===== src/rtl/de_pipe_reg.sv =====
// ---------------------------------------------------------------------------
// de_pipe_reg -- D/E pipeline register of the five-stage MIPS core.
//
// Every rising edge the E-stage copy is updated by exactly one of the
// following actions, listed from highest to lowest priority:
//   reset : clear everything, E_PC = 0x0000_3000
//   flush : (req)   clear everything, E_PC = 0x0000_4180 (handler), E_BD = 0
//   bubble: (stall) clear everything except E_PC/E_BD, which follow D so that
//           an interrupt taken on the bubble still reports a correct EPC/BD
//   load  : copy all D_* inputs
// Bubbles and flushes always leave E_A3 = 0 and E_Tnew = 0, so they can never
// forward a value or stall anything downstream.
//
// Build option: define DE_EXC_PATH_EN to include the exception path
// (req, D_BD, D_ExcCode, E_BD, E_ExcCode). Without it those ports are absent
// and req behaves as if tied to 0.
//
// Ports:
//   clk, reset            clock; synchronous active-high reset
//   stall                 hazard unit: insert a bubble into E
//   req                   CP0 flush request              (DE_EXC_PATH_EN)
//   D_PC, D_instr         PC and instruction word in D
//   D_RD1, D_RD2, D_EXT   forwarded register data, extended immediate
//   D_A3, D_Tnew          destination register, cycles until result ready
//   D_BD, D_ExcCode       delay-slot flag, F/D exception  (DE_EXC_PATH_EN)
//   E_*                   registered copies of the above
//   E_fwd_ok              E result is ready now and targets a real register
// ---------------------------------------------------------------------------
module de_pipe_reg (
  input  logic        clk,
  input  logic        reset,
  input  logic        stall,
`ifdef DE_EXC_PATH_EN
  input  logic        req,
`endif
  input  logic [31:0] D_PC,
  input  logic [31:0] D_instr,
  input  logic [31:0] D_RD1,
  input  logic [31:0] D_RD2,
  input  logic [31:0] D_EXT,
  input  logic [4:0]  D_A3,
  input  logic [1:0]  D_Tnew,
`ifdef DE_EXC_PATH_EN
  input  logic        D_BD,
  input  logic [4:0]  D_ExcCode,
`endif
  output logic [31:0] E_PC,
  output logic [31:0] E_instr,
  output logic [31:0] E_RD1,
  output logic [31:0] E_RD2,
  output logic [31:0] E_EXT,
  output logic [4:0]  E_A3,
  output logic [1:0]  E_Tnew,
`ifdef DE_EXC_PATH_EN
  output logic        E_BD,
  output logic [4:0]  E_ExcCode,
`endif
  output logic        E_fwd_ok
);

  localparam logic [31:0] RESET_PC = 32'h0000_3000;
  localparam logic [31:0] FLUSH_PC = 32'h0000_4180;

  typedef struct packed {
    logic [31:0] pc;
    logic [31:0] instr;
    logic [31:0] rd1;
    logic [31:0] rd2;
    logic [31:0] ext;
    logic [4:0]  a3;
    logic [1:0]  tnew;
`ifdef DE_EXC_PATH_EN
    logic        bd;
    logic [4:0]  exc_code;
`endif
  } e_regs_t;

  e_regs_t e_d;
  e_regs_t e_q;
  logic    flush;

`ifdef DE_EXC_PATH_EN
  assign flush = req;
`else
  assign flush = 1'b0;
`endif

  // Next state for the non-reset actions; reset is applied in the register.
  always_comb begin
    // NOTE: default every field first; any path that skips a field then
    // yields 0 instead of an inferred latch, which is exactly the bubble/flush value.
    e_d = '0;
    if (flush) begin
      e_d.pc = FLUSH_PC;
    end else if (stall) begin
      // Bubble keeps PC/BD of the held instruction for precise EPC.
      e_d.pc = D_PC;
`ifdef DE_EXC_PATH_EN
      e_d.bd = D_BD;
`endif
    end else begin
      e_d.pc    = D_PC;
      e_d.instr = D_instr;
      e_d.rd1   = D_RD1;
      e_d.rd2   = D_RD2;
      e_d.ext   = D_EXT;
      e_d.a3    = D_A3;
      e_d.tnew  = D_Tnew;   // stored as given; E/M does the decrement
`ifdef DE_EXC_PATH_EN
      e_d.bd       = D_BD;
      e_d.exc_code = D_ExcCode;
`endif
    end
  end

  always_ff @(posedge clk) begin
    // NOTE: state registers use non-blocking assignment so every reader sees
    // the pre-edge value regardless of process ordering.
    if (reset) begin
      e_q    <= '0;
      e_q.pc <= RESET_PC;
    end else begin
      e_q <= e_d;
    end
  end

  assign E_PC      = e_q.pc;
  assign E_instr   = e_q.instr;
  assign E_RD1     = e_q.rd1;
  assign E_RD2     = e_q.rd2;
  assign E_EXT     = e_q.ext;
  assign E_A3      = e_q.a3;
  assign E_Tnew    = e_q.tnew;
`ifdef DE_EXC_PATH_EN
  assign E_BD      = e_q.bd;
  assign E_ExcCode = e_q.exc_code;
`endif

  // A result can be forwarded from E only if it is already computed and
  // destined for a real register ($0 writes are discarded).
  assign E_fwd_ok  = (e_q.tnew == 2'd0) && (e_q.a3 != 5'd0);

endmodule

===== config.mk =====
export PLATFORM = sky130hd
export DESIGN_NAME = de_pipe_reg
export DESIGN_NICKNAME = d
export VERILOG_FILES = /design/src/rtl/de_pipe_reg.sv
export SDC_FILE = /design/constraint.sdc
export NUM_CORES = 1
export LEC_CHECK = 0
export CORE_AREA = 4 4 128 130
export CTS_CLUSTER_SIZE = 10
export DETAILED_ROUTE_END_ITERATION = 7
export DIE_AREA = 0 0 132 134
export GPL_TIMING_DRIVEN = 0
export HOLD_SLACK_MARGIN = 0.1
export PLACE_DENSITY = 0.72
export RECOVER_POWER = 100
export SYNTH_ARGS = -nofsm -noshare
export SYNTH_HDL_FRONTEND = slang
export SYNTH_SLANG_ARGS = --single-unit

===== constraint.sdc =====
create_clock -name clk -period 0.8 [get_ports clk]
set_input_delay 0.12 -clock clk [delete_from_list [all_inputs] [get_ports clk]]
set_output_delay 0.12 -clock clk [all_outputs]
set_load 0.05 [all_outputs]

---- Word level (Yosys, flattened, before mapping) ----
Cells that the tools add are included.
W data, S select, Z words.
word-level totals
  register bits ........................... 167
  input port bits ......................... 170
  word-level logic and storage cells ...... 11
cells by class
  reduce and logical (&&, ||, !) cells .... 4
operators by type and width
  kind                 count
  $reduce_bool A5 Y1   1
  $logic_not A2 Y1     1
  $reduce_or A2 Y1     1
  $logic_and A1 B1 Y1  1

---- Depth between registers and ports, before layout ----
Gate-level depths: netlist of run 1.
  word-level depth ........................ 2
  gate-level depth with buffers ........... 4
  gate-level depth less buffers ........... 2

---- Least setup slack after synthesis of run 1 ----
No wires, ideal clock.
  path kind ............................... flip-flop to output port
  from .................................... register e_q, in the netlist E_A3[3]
  to ...................................... output port E_fwd_ok
  arrival ................................. 1.963 ns
  slack ................................... -1.283 ns
  cell stages (with the launch flop) ...... 3
  buffers on the path ..................... 0
  path through ............................ dfxtp_1 nor3_1 a211oi_1
between the ends
  cells in the longest elaborated chain, start to end .. 2
ends and longest elaborated chain
  element              line  text
  start: declaration   79    e_regs_t e_q;
  $reduce_bool A5 Y1   141   assign E_fwd_ok = (e_q.tnew == 2'd0) && (e_q.a3 != 5'd0);
  $logic_and A1 B1 Y1  141
  end: declaration     58    output logic E_fwd_ok
No other way between the ends.

---- Worst setup path after layout of run 1 ----
  from .................................... register e_q, in the netlist E_A3[0]
  to ...................................... output port E_fwd_ok
Same word-level chain as after synthesis.

==> impl_metrics.toml, run 1 <==
[global_route]
met1_usage_pct = 16.6
grt_util_met2_pct = 33.9
grt_busiest_layer = "met2"
first_global_vias = 4074
grt.total_usage_pct = 17.8
grt_max_degree = 17
use_met3_pct = 8.10
grt_pass1_wl_um = 23700
grt_antenna_before_repair = 0
grt_overflow = 0

[placement]
hpwlAfterDp_um = 11900
place.gp.congestion = 0.813
dp.cells = 880
port-buffer-count = 337

[logic_synthesis]
synth_seq_cells = 167
yosys_warnings = 0
ys_seq_area_share_pct = 73.7
syn_area_per_cell_sq_um = 12.8
syn_area_sq_um = 4530
synth_nets = 525
yosysUniqueCellTypes = 11
synthCells = 355

[power_and_ir_drop]
comb_power_share_pct = 17.5
ir_worst_vdd_mv = 1.50
clockPowerShare_pct = 39.5
p_int_mw = 15.5
powerDensity_nw_per_um2 = 2130
p_switching_mw = 5.34
seq_power_share_pct = 43.0
p_leak_nw = 4.18
switching_share_pct = 25.6

[route]
wl_um = 16300
drc = 0
firstDrtPassIters = 5
routedWlPerCell_um = 17.8
drt_iter0_markers = 65
dr_total_vias = 3717
ant_nets = 0
vias_per_cell = 4.06

[clocking]
cts_tree = "done"
h-tree-depth = 4
cts_root_buf = "clkbuf_16"
numCtsBuffers = 17
numClockSinks = 167
path_clk_slew_ps = 60
clk_path_buf_depth = 2

[worst_setup_path]
worst_ep_arrival_time_ps = 1280
critPathKind = "flop to output port"
crit_path_top_delay_cell = "dfxtp_4"
cp_data_required_time_ps = 680
slowest_delay_ps = 360
endpoint_kind = "output port"
cp_max_fo = 2
crit_chain = "nor2_4 > a211oi_4 > buf_6"
start_kind = "flop"

[layout]
fin_nets = 884
n_antenna_cell = 0
layout_commonest_cell = "clkdlybuf4s50_1"
final-seq-area_sq_um = 3570
finalNonFillerCells = 915
drive_above_1_share_pct = 53.0
multi_input_area_sq_um = 1110
final_core_util_pct = 64.8
area_delta_synth_final_pct = 117
num-fill-cells = 1051
layout_common_cells = "166 x clkdlybuf4s50_1, 159 x dfxtp_2, 153 x buf_8"

[die]
die_w_um = 132
num_rows = 45
core_sq_um = 15100
num_io_pins = 338
start_util_pct = 29.9
die_y_um = 134
dieArea_sq_um = 17700

[sta]
slew_headroom_pct = 71.6
clock.fmax_mhz = 715
setup_slack_ps = -598
finalMaxSlewViolations = 0
period_minus_slack_ps = 1400
finalSetupTns_ps = -37550
fin_crit_sh_pct = 175
hold_viol = 0
grt_setup_unrepaired = "yes"
setup_viol = 224
tightest_slew_ps = 426

[flow_run]
maxCapViolations = 0

[run_status]
failed_checks = "setup timing"
status = "finished with violations"

[worst_hold_path]
min_path_type = "primary input to flop"
-- critical path: cells and delay by family, from the launching register on --
family / cells / cell delay, ps
buffers and inverters: 1 / 200
and+or+nand+nor: 1 / 40
AOI/OAI and AO/OA: 1 / 270
DFF: 1 / 360
-- cell families after synthesis --
| logic type | share of synthesized area (%) |
|---|---|
| AO/OA/AOI/OAI | 0.166 |
| buffers and inverters | 2.40 |
| flip-flops | 73.7 |
| AND/OR/NAND/NOR | 23.7 |
-- registers in the layout, indices dropped and copies added, names as in the netlist --
signal	count
E_RD2	32
E_Tnew	2
E_RD1	32
E_A3	5
E_instr	32
E_PC	32
E_EXT	32
-- stage by stage --
| step | setup slack, ps | hold WS (ps) | area, sq um | power, mW |
|---|---|---|---|---|
| floorplan | -354 | 192 | 4580 | 10.6 |
| global placement | -1000 | 680 | 8190 | 12.2 |
| detailed placement | -1010 | 680 | 8190 | 12.3 |
| CTS | -640 | 199 | 9770 | 21.0 |
| global route | -659 | 139 | 9820 | 21.6 |
| finish | -598 | 120 | 9820 | 20.9 |
-- layout make-up --
type,instances,area share [%]
sequential,167,36.4
timing repair buffer,340,42.5
multi-input combinational,171,11.3
clock buffer,22,4.93
buffer,17,1.31
clock inverter,10,1.19
tap,188,2.40
-- cells in the mapped netlist --
| cell type | n | area share (%) |
|---|---|---|
| dfxtp_1 | 167 | 74 |
| and2_1 | 135 | 19 |
| nor2b_1 | 22 | 3.0 |
| clkbuf_1 | 11 | 0.91 |
| and2b_1 | 8 | 1.3 |
| buf_6 | 6 | 1.5 |
| or2_2 | 2 | 0.28 |
| a211oi_1 | 1 | 0.17 |
| nor2_1 | 1 | 0.083 |
| nor2_4 | 1 | 0.25 |
| nor3_1 | 1 | 0.11 |
-- metal layers --
metal | routed length, um | share of wire (%)
met4 | 349 | 2.1
met5 | 0 | 0
met1 | 5380 | 33
met2 | 8880 | 54
met3 | 1700 | 10
-- timing repair --
item | 4_1_cts | 5_1_grt
setup buffers | 2 | 0
pin swaps | 1 | 1
hold endpoints to repair | 1 | 0
setup endpoints to repair | 333 | 224
gates resized for setup | 1485 | 23
hold buffers | 1 | 0
-- power groups by stage --
stage	logic, mW	clock network, mW	registers (mW)
floorplan	0.370	0	10.2
global placement	3.27	0	8.95
detailed placement	3.29	0	8.96
CTS	3.65	8.41	8.97
global route	3.79	8.79	9.01
finish	3.66	8.25	8.98
-- final timing paths --
path	start	end	slack [ps]	cells after the start
max	E_A3[0]	E_fwd_ok	-600	3
min	reset	E_PC[27]	120	2
Power figures use the tool's default switching activity.
==> run 2, diff against run 1 <==
SLEW_MARGIN = 10   (was default)
==> results of run 2 <==
No change in the layout: final DEF, timing and power equal those of run 1.
